$ cat src/rtl/tft_window_scheduler_if.sv
`default_nettype none
// ============================================================================
// Module      : tft_window_scheduler_if
// Description : Bundle between the TFT timing generator / config master and
//               the window scheduler: pixel request, window config, per-window
//               grants with local coordinates, frame pulse and digit.
// Revision    : 1.0 - initial release
// ============================================================================
interface tft_window_scheduler_if;
  logic        tft_req;
  logic [10:0] hcount;
  logic [10:0] vcount;
  logic        cfg_we;
  logic [1:0]  cfg_sel;
  logic [10:0] cfg_x;
  logic [10:0] cfg_y;
  logic        cfg_pending;
  logic        frame_start;
  logic        tft_req_veneno;
  logic [10:0] hcount_veneno;
  logic [10:0] vcount_veneno;
  logic        tft_req_xiaofang;
  logic [10:0] hcount_xiaofang;
  logic [10:0] vcount_xiaofang;
  logic        tft_req_num;
  logic [10:0] hcount_num;
  logic [10:0] vcount_num;
  logic [3:0]  digit;

  // Timing generator / config side
  modport master (
    output tft_req, hcount, vcount, cfg_we, cfg_sel, cfg_x, cfg_y,
    input  cfg_pending, frame_start,
           tft_req_veneno, hcount_veneno, vcount_veneno,
           tft_req_xiaofang, hcount_xiaofang, vcount_xiaofang,
           tft_req_num, hcount_num, vcount_num, digit
  );

  // Scheduler side
  modport slave (
    input  tft_req, hcount, vcount, cfg_we, cfg_sel, cfg_x, cfg_y,
    output cfg_pending, frame_start,
           tft_req_veneno, hcount_veneno, vcount_veneno,
           tft_req_xiaofang, hcount_xiaofang, vcount_xiaofang,
           tft_req_num, hcount_num, vcount_num, digit
  );
endinterface
`default_nettype wire

$ cat src/rtl/tft_window_scheduler.sv
`default_nettype none
// ============================================================================
// Module      : tft_window_scheduler
// Description : Maps the active-area pixel onto three display windows with
//               fixed priority (num > xiaofang > veneno), emits registered
//               one-hot grants plus window-local coordinates, repositions
//               windows through frame-synchronous shadows and steps a 0-9
//               digit every DIGIT_FRAMES frames.
// Revision    : 1.0 - initial release
// ============================================================================
module tft_window_scheduler #(
  parameter int W0_W         = 48,
  parameter int W0_H         = 16,
  parameter int W1_W         = 32,
  parameter int W1_H         = 32,
  parameter int W2_W         = 8,
  parameter int W2_H         = 16,
  parameter int X0_INIT      = 100,
  parameter int Y0_INIT      = 100,
  parameter int X1_INIT      = 200,
  parameter int Y1_INIT      = 100,
  parameter int X2_INIT      = 300,
  parameter int Y2_INIT      = 100,
  parameter int DIGIT_FRAMES = 30
) (
  input wire                    clk_vga,
  input wire                    rst,
  tft_window_scheduler_if.slave bus
);

  // Index 0 = veneno, 1 = xiaofang, 2 = num (also the priority order, low to high)
  localparam logic [11:0] c_W  [3] = '{12'(W0_W), 12'(W1_W), 12'(W2_W)};
  localparam logic [11:0] c_H  [3] = '{12'(W0_H), 12'(W1_H), 12'(W2_H)};
  localparam logic [10:0] c_XI [3] = '{11'(X0_INIT), 11'(X1_INIT), 11'(X2_INIT)};
  localparam logic [10:0] c_YI [3] = '{11'(Y0_INIT), 11'(Y1_INIT), 11'(Y2_INIT)};
  localparam int          c_CW     = (DIGIT_FRAMES > 1) ? $clog2(DIGIT_FRAMES) : 1;

  logic [10:0]     r_x  [3];
  logic [10:0]     r_y  [3];
  logic [10:0]     r_sx [3];
  logic [10:0]     r_sy [3];
  logic [2:0]      r_pend;
  logic [2:0]      r_gnt;
  logic [10:0]     r_lh [3];
  logic [10:0]     r_lv [3];
  logic            r_fs;
  logic [c_CW-1:0] r_cnt;
  logic [3:0]      r_digit;

  logic            w_fd;
  logic [10:0]     w_x_eff [3];
  logic [10:0]     w_y_eff [3];
  logic [10:0]     w_lh    [3];
  logic [10:0]     w_lv    [3];
  logic [2:0]      w_hit;
  logic [2:0]      w_gnt;

  assign w_fd = bus.tft_req && (bus.hcount == 11'd0) && (bus.vcount == 11'd0);

  // Window hit test and priority grant; pending shadows are already live on the FD pixel
  always_comb begin
    w_gnt = 3'b000;
    for (int i = 0; i < 3; i++) begin
      w_x_eff[i] = (w_fd && r_pend[i]) ? r_sx[i] : r_x[i];
      w_y_eff[i] = (w_fd && r_pend[i]) ? r_sy[i] : r_y[i];
      // 12-bit compare so a window extending past 2047 clips instead of wrapping
      w_hit[i]   = bus.tft_req
                && ({1'b0, bus.hcount} >= {1'b0, w_x_eff[i]})
                && ({1'b0, bus.hcount} <  ({1'b0, w_x_eff[i]} + c_W[i]))
                && ({1'b0, bus.vcount} >= {1'b0, w_y_eff[i]})
                && ({1'b0, bus.vcount} <  ({1'b0, w_y_eff[i]} + c_H[i]));
      w_lh[i]    = bus.hcount - w_x_eff[i];
      w_lv[i]    = bus.vcount - w_y_eff[i];
    end
    if (w_hit[2])      w_gnt = 3'b100;
    else if (w_hit[1]) w_gnt = 3'b010;
    else if (w_hit[0]) w_gnt = 3'b001;
  end

  // Register grants, local coordinates (zero when not granted) and the frame pulse
  always_ff @(posedge clk_vga) begin
    if (rst) begin
      r_gnt <= 3'b000;
      r_fs  <= 1'b0;
      for (int i = 0; i < 3; i++) begin
        r_lh[i] <= 11'd0;
        r_lv[i] <= 11'd0;
      end
    end else begin
      r_gnt <= w_gnt;
      r_fs  <= w_fd;
      for (int i = 0; i < 3; i++) begin
        r_lh[i] <= w_gnt[i] ? w_lh[i] : 11'd0;
        r_lv[i] <= w_gnt[i] ? w_lv[i] : 11'd0;
      end
    end
  end

  // Shadow/active position update; a write in the FD cycle lands after the copy and stays pending
  always_ff @(posedge clk_vga) begin
    if (rst) begin
      r_pend <= 3'b000;
      for (int i = 0; i < 3; i++) begin
        r_x[i]  <= c_XI[i];
        r_y[i]  <= c_YI[i];
        r_sx[i] <= c_XI[i];
        r_sy[i] <= c_YI[i];
      end
    end else begin
      for (int i = 0; i < 3; i++) begin
        if (w_fd && r_pend[i]) begin
          r_x[i]    <= r_sx[i];
          r_y[i]    <= r_sy[i];
          r_pend[i] <= 1'b0;
        end
        if (bus.cfg_we && (bus.cfg_sel == 2'(i))) begin
          r_sx[i]   <= bus.cfg_x;
          r_sy[i]   <= bus.cfg_y;
          r_pend[i] <= 1'b1;
        end
      end
    end
  end

  // Frame-locked digit sequencer, advancing only on frame detect
  always_ff @(posedge clk_vga) begin
    if (rst) begin
      r_cnt   <= '0;
      r_digit <= 4'd0;
    end else if (w_fd) begin
      if (r_cnt == c_CW'(DIGIT_FRAMES - 1)) begin
        r_cnt   <= '0;
        r_digit <= (r_digit == 4'd9) ? 4'd0 : r_digit + 4'd1;
      end else begin
        r_cnt <= r_cnt + c_CW'(1);
      end
    end
  end

  assign bus.cfg_pending      = |r_pend;
  assign bus.frame_start      = r_fs;
  assign bus.tft_req_veneno   = r_gnt[0];
  assign bus.hcount_veneno    = r_lh[0];
  assign bus.vcount_veneno    = r_lv[0];
  assign bus.tft_req_xiaofang = r_gnt[1];
  assign bus.hcount_xiaofang  = r_lh[1];
  assign bus.vcount_xiaofang  = r_lv[1];
  assign bus.tft_req_num      = r_gnt[2];
  assign bus.hcount_num       = r_lh[2];
  assign bus.vcount_num       = r_lv[2];
  assign bus.digit            = r_digit;

endmodule
`default_nettype wire

$ cat src/flat_wrapper.sv
// flat-port wrapper written by rule: the top's interface ports become plain ports
module tft_window_scheduler_flat 
#(
  parameter int W0_W         = 48,
  parameter int W0_H         = 16,
  parameter int W1_W         = 32,
  parameter int W1_H         = 32,
  parameter int W2_W         = 8,
  parameter int W2_H         = 16,
  parameter int X0_INIT      = 100,
  parameter int Y0_INIT      = 100,
  parameter int X1_INIT      = 200,
  parameter int Y1_INIT      = 100,
  parameter int X2_INIT      = 300,
  parameter int Y2_INIT      = 100,
  parameter int DIGIT_FRAMES = 30
)
  (clk_vga, rst, bus_tft_req, bus_hcount, bus_vcount, bus_cfg_we, bus_cfg_sel, bus_cfg_x, bus_cfg_y, bus_cfg_pending, bus_frame_start, bus_tft_req_veneno, bus_hcount_veneno, bus_vcount_veneno, bus_tft_req_xiaofang, bus_hcount_xiaofang, bus_vcount_xiaofang, bus_tft_req_num, bus_hcount_num, bus_vcount_num, bus_digit);
  tft_window_scheduler_if bus_i ();
  input wire clk_vga;
  input wire rst;
  input wire logic [$bits(bus_i.tft_req)-1:0] bus_tft_req;
  input wire logic [$bits(bus_i.hcount)-1:0] bus_hcount;
  input wire logic [$bits(bus_i.vcount)-1:0] bus_vcount;
  input wire logic [$bits(bus_i.cfg_we)-1:0] bus_cfg_we;
  input wire logic [$bits(bus_i.cfg_sel)-1:0] bus_cfg_sel;
  input wire logic [$bits(bus_i.cfg_x)-1:0] bus_cfg_x;
  input wire logic [$bits(bus_i.cfg_y)-1:0] bus_cfg_y;
  output wire logic [$bits(bus_i.cfg_pending)-1:0] bus_cfg_pending;
  output wire logic [$bits(bus_i.frame_start)-1:0] bus_frame_start;
  output wire logic [$bits(bus_i.tft_req_veneno)-1:0] bus_tft_req_veneno;
  output wire logic [$bits(bus_i.hcount_veneno)-1:0] bus_hcount_veneno;
  output wire logic [$bits(bus_i.vcount_veneno)-1:0] bus_vcount_veneno;
  output wire logic [$bits(bus_i.tft_req_xiaofang)-1:0] bus_tft_req_xiaofang;
  output wire logic [$bits(bus_i.hcount_xiaofang)-1:0] bus_hcount_xiaofang;
  output wire logic [$bits(bus_i.vcount_xiaofang)-1:0] bus_vcount_xiaofang;
  output wire logic [$bits(bus_i.tft_req_num)-1:0] bus_tft_req_num;
  output wire logic [$bits(bus_i.hcount_num)-1:0] bus_hcount_num;
  output wire logic [$bits(bus_i.vcount_num)-1:0] bus_vcount_num;
  output wire logic [$bits(bus_i.digit)-1:0] bus_digit;
  assign bus_i.tft_req = bus_tft_req;
  assign bus_i.hcount = bus_hcount;
  assign bus_i.vcount = bus_vcount;
  assign bus_i.cfg_we = bus_cfg_we;
  assign bus_i.cfg_sel = bus_cfg_sel;
  assign bus_i.cfg_x = bus_cfg_x;
  assign bus_i.cfg_y = bus_cfg_y;
  assign bus_cfg_pending = bus_i.cfg_pending;
  assign bus_frame_start = bus_i.frame_start;
  assign bus_tft_req_veneno = bus_i.tft_req_veneno;
  assign bus_hcount_veneno = bus_i.hcount_veneno;
  assign bus_vcount_veneno = bus_i.vcount_veneno;
  assign bus_tft_req_xiaofang = bus_i.tft_req_xiaofang;
  assign bus_hcount_xiaofang = bus_i.hcount_xiaofang;
  assign bus_vcount_xiaofang = bus_i.vcount_xiaofang;
  assign bus_tft_req_num = bus_i.tft_req_num;
  assign bus_hcount_num = bus_i.hcount_num;
  assign bus_vcount_num = bus_i.vcount_num;
  assign bus_digit = bus_i.digit;
  tft_window_scheduler #(.W0_W(W0_W), .W0_H(W0_H), .W1_W(W1_W), .W1_H(W1_H), .W2_W(W2_W), .W2_H(W2_H), .X0_INIT(X0_INIT), .Y0_INIT(Y0_INIT), .X1_INIT(X1_INIT), .Y1_INIT(Y1_INIT), .X2_INIT(X2_INIT), .Y2_INIT(Y2_INIT), .DIGIT_FRAMES(DIGIT_FRAMES)) u_core (.clk_vga(clk_vga), .rst(rst), .bus(bus_i));
endmodule
$ cat config.mk
export PLATFORM = sky130hd
export DESIGN_NAME = tft_window_scheduler_flat
export DESIGN_NICKNAME = d
export VERILOG_FILES = /design/src/rtl/tft_window_scheduler_if.sv /design/src/rtl/tft_window_scheduler.sv /design/src/flat_wrapper.sv
export SDC_FILE = /design/constraint.sdc
export NUM_CORES = 1
export LEC_CHECK = 0
export CELL_PAD_IN_SITES_DETAIL_PLACEMENT = 1
export CELL_PAD_IN_SITES_GLOBAL_PLACEMENT = 1
export CORE_AREA = 2 2 168 170
export DETAILED_ROUTE_END_ITERATION = 10
export DIE_AREA = 0 0 170 172
export GPL_TIMING_DRIVEN = 0
export PLACE_DENSITY = 0.81
export SYNTH_ARGS = -nofsm -noshare
export SYNTH_HDL_FRONTEND = slang
export SYNTH_SLANG_ARGS = --single-unit
$ cat constraint.sdc
create_clock -name clk_vga -period 7.4 [get_ports clk_vga]
set_clock_uncertainty 0.2 [all_clocks]
set_input_delay 1.48 -clock clk_vga [delete_from_list [all_inputs] [get_ports clk_vga]]
set_output_delay 1.48 -clock clk_vga [all_outputs]
set_load 0.01 [all_outputs]
==> summary.txt <==
Status
  – Status: completed

Worst setup path
  – Origin of the critical flop-to-flop path: u_core.r_pend[0]$_SDFFE_PP0P_
  – Worst Reg-to-Reg Cells: 17
  – R2r endpoint: u_core.r_lv[0][9]$_SDFF_PP0_
  – CP arrival: 7430 ps
  – Critical path startpoint category: input pin
  – FF-to-FF setup slack: 1950 ps
  – Biggest cell delay along the critical path: 730 ps
  – Category of the most critical setup path: in2reg
  – Required @ worst endpoint: 7660 ps
  – Maximum fanout encountered on the critical timing path: 10
  – Library cell contributing the largest single delay on the critical path: clkdlybuf4s50_1
  – Capturing element type of the critical path: flop
  – Cells traversed along the worst timing path: clkdlybuf4s50_1 > or4_4 > or3_1 > nor2_2 > clkbuf_2 > clkbuf_2 > nand2_1 > nand2_1 > ha_1 > nand3b_1 > a21oi_1 > nor3_1 > o31ai_1 > nor4_1 > a311oi_2 > nand4_1 > clkbuf_1 > nor3_1

Synthesis
  – Area share of the largest cell type after synthesis: 0.317
  – Cells after synthesis: 1203
  – FF+latch count, synth: 214
  – Count of flip-flops with a built-in enable after synthesis: 132
  – Count of distinct cell types in the synthesized netlist: 66
  – Leading cell types by total area after synthesis: edfxtp_1 (32%), dfxtp_1 (13%), ha_1 (12%)
  – Average size of a mapped cell: 10.4 um2
  – Synth async-reset ratio: 0
  – Count of synthesis-stage warnings from yosys: 0
  – Top cell type by total area after synthesis: edfxtp_1
  – Syn Nets: 1374
  – Sequential-to-total area share from yosys stat: 0.449
  – Combined area of all synthesized cells: 0.0125 mm2
  – Post-synth top flop: edfxtp_1

Route
  – Wirelength per Cell: 22.9 um
  – Number of remaining DRC errors: 0
  – Final WL: 39.4 mm
  – Pre-antenna DRT Iters: 5
  – Detailed-route via count: 10.1k
  – Number of nets still failing antenna checks after routing: 0
  – Number of DRC violations after detailed-routing iteration 0: 771
  – Number of vias per cell after detailed routing: 5.86

Timing
  – Max Clock Freq: 139 MHz
  – Worst slew margin relative to its limit: 0.100
  – Final worst path period need: 7170 ps
  – Hold Fails Final Rpt: 0
  – Final hold slack: 312 ps
  – Tightest Pin Transition: 1340 ps
  – Number of pins exceeding their max-slew limit in the final report: 0
  – Final setup violating endpoints: 0
  – Least setup slack across all paths after layout: 228 ps
  – Final clock period utilization by the worst path: 0.969

Final layout
  – Nets: 1525
  – Utilization after layout: 0.548
  – Fraction of layout cells with a size suffix above 1: 0.0605
  – Synthesis-to-layout area growth: 20.4%
  – Top library cells by usage in the layout, fill and taps aside: edfxtp_1 (132), ha_1 (115), clkdlybuf4s50_1 (107)
  – Count of antenna diodes in the layout: 0
  – Most frequent standard cell in the layout excluding fill and tap cells: edfxtp_1

Floorplanning
  – Std-Cell Rows: 61
  – Count of pins on the block boundary: 125
  – Placeable core region: 0.0275 mm2
  – Die Outline Area: 0.0292 mm2
  – Starting density of the core: 0.455
  – Die width: 170 um
  – Height of the die: 172 um

Hold path
  – Kind of path behind the tightest hold check: reg2reg
  – Hold Path End: u_core.r_cnt[4]$_SDFFE_PP0N_
  – Worst Min Path Start: u_core.r_cnt[4]$_SDFFE_PP0N_
  – Number of instances on the worst hold path: 2

Clocking
  – Clock-pin slew reported for the worst setup and hold paths after clock tree synthesis: 60 ps
  – CTS tree: built
  – TritonCTS buffer count: 25
  – H-tree levels: 1
  – Count of clock tree sinks: 214
  – CTS max path bufs: 3
  – Cell chosen for the clock root: clkbuf_16
  – Clock insertion delay at the later pin of the skew report: 550 ps
  – Post-cts hold buffer count: 0

Place
  – Setup Slack @ Placement: -1490 ps
  – Routability congestion estimate: 0.907
  – HPWL reported at the end of detailed placement: 30.4 mm
  – Buffers on Ports: 124

Job
  – Max-cap violations: 0

Pwr
  – Peak supply drop: 0.000139 V
  – Power density cells: 199 mW/mm2
  – Leakage power figure: 6.00 nW

GRT
  – Overall fraction of global-route tracks in use: 0.270
  – First-pass GRT wire length: 59.8 mm
  – Pin count of the biggest net entering global routing: 23
  – Gr ovfl total: 0
  – Initial antenna violation count: 0
  – Vias in the first global route: 10.4k
flip-flops by register name, summed over array words and instances, names as in the netlist:
register,cells
u_core.bus.digit,4
u_core.bus.frame_start,1
u_core.r_cnt,5
u_core.r_gnt,3
u_core.r_lh,33
u_core.r_lv,33
u_core.r_pend,3
u_core.r_sx,33
u_core.r_sy,33
u_core.r_x,33
u_core.r_y,33
area by class of cell:
type	instances	area, um2
plain buffers	34	159
clock buffers	32	694
clock inverters	14	146
fillers	2992	12400
inverters	51	191
multi-input cells	902	6580
flip-flops and latches	214	5610
well taps	346	433
repair buffers	126	1240
how the worst max path moves through the flow:
| stage | startpoint | endpoint |
|---|---|---|
| after CTS | bus_vcount[7] | u_core.r_lv[0][32]$_SDFF_PP0_ |
| after global placement | bus_vcount[5] | u_core.r_lv[0][9]$_SDFF_PP0_ |
| after detailed placement | bus_vcount[5] | u_core.r_lv[0][9]$_SDFF_PP0_ |
| final | bus_vcount[4] | u_core.r_lv[0][9]$_SDFF_PP0_ |
| after floorplan | bus_hcount[8] | u_core.r_lv[0][32]$_SDFF_PP0_ |
| after global routing | bus_vcount[3] | u_core.r_lv[0][9]$_SDFF_PP0_ |
per-layer routing:
metal	track usage	routed length, um	vias to the layer above
met5	0	0	-
met4	0.0907	1260	0
met3	0.0462	2330	70
met2	0.480	19500	318
met1	0.334	16400	4963
li1	-	-	4726
cell families (layout without fill, tap and decap cells):
group	after synthesis	after routing	share of synthesized area
xor+xnor	70	70	0.0491
simple gates	439	439	0.186
mux	68	68	0.0553
compound gates	204	204	0.109
flops	214	214	0.449
buf+inv	87	257	0.0276
fa+ha+maj	121	121	0.125
critical path, delay by kind of cell:
| kind | cells | cell delay, ps |
|---|---|---|
| and+or+nand+nor | 10 | 2700 |
| buffers and inverters | 4 | 1840 |
| AOI/OAI and AO/OA | 3 | 1090 |
| adders and majority gates | 1 | 290 |
synth_stat cells (all sizes together) (7+ instances only):
cell      n
inv      51
o21a     21
edfxtp  132
buf       7
nand2b   40
nor2b    17
or3       8
and3     61
and2     21
a211oi   12
mux2i    60
o211ai    7
nand4    23
a21oi    43
nand2    59
nor4     12
a31oi    20
dfxtp    82
xor2     38
ha      115
nand3    23
clkbuf   29
mux2      8
nor2    108
a21o     15
nor3     42
xnor2    32
o21ai    37
metrics by stage:
stage | TNS, ps | std cells | total power [mW] | area (um2)
after global routing | -37.0 | 1719 | 3.10 | 15000
after global placement | -73630 | 1673 | 1.74 | 14200
final | 0 | 1719 | 3.00 | 15000
after CTS | 0 | 1718 | 3.01 | 15000
after floorplan | 0 | 1203 | 1.60 | 12500
after detailed placement | -84840 | 1673 | 1.76 | 14200
power by group:
| part | switching, mW | internal (mW) |
|---|---|---|
| clock network | 0.513 | 0.738 |
| registers | 0.0397 | 1.31 |
| logic | 0.236 | 0.155 |
| total | 0.788 | 2.21 |
repair_timing:
action / 4_1_cts / 5_1_grt
pin swaps: 0 / 1
setup buffers: 0 / 2
resized for setup: 25 / 11
endpoints found under the setup margin: 69 / 66
No activity file was read; power rests on OpenSTA's default activity.
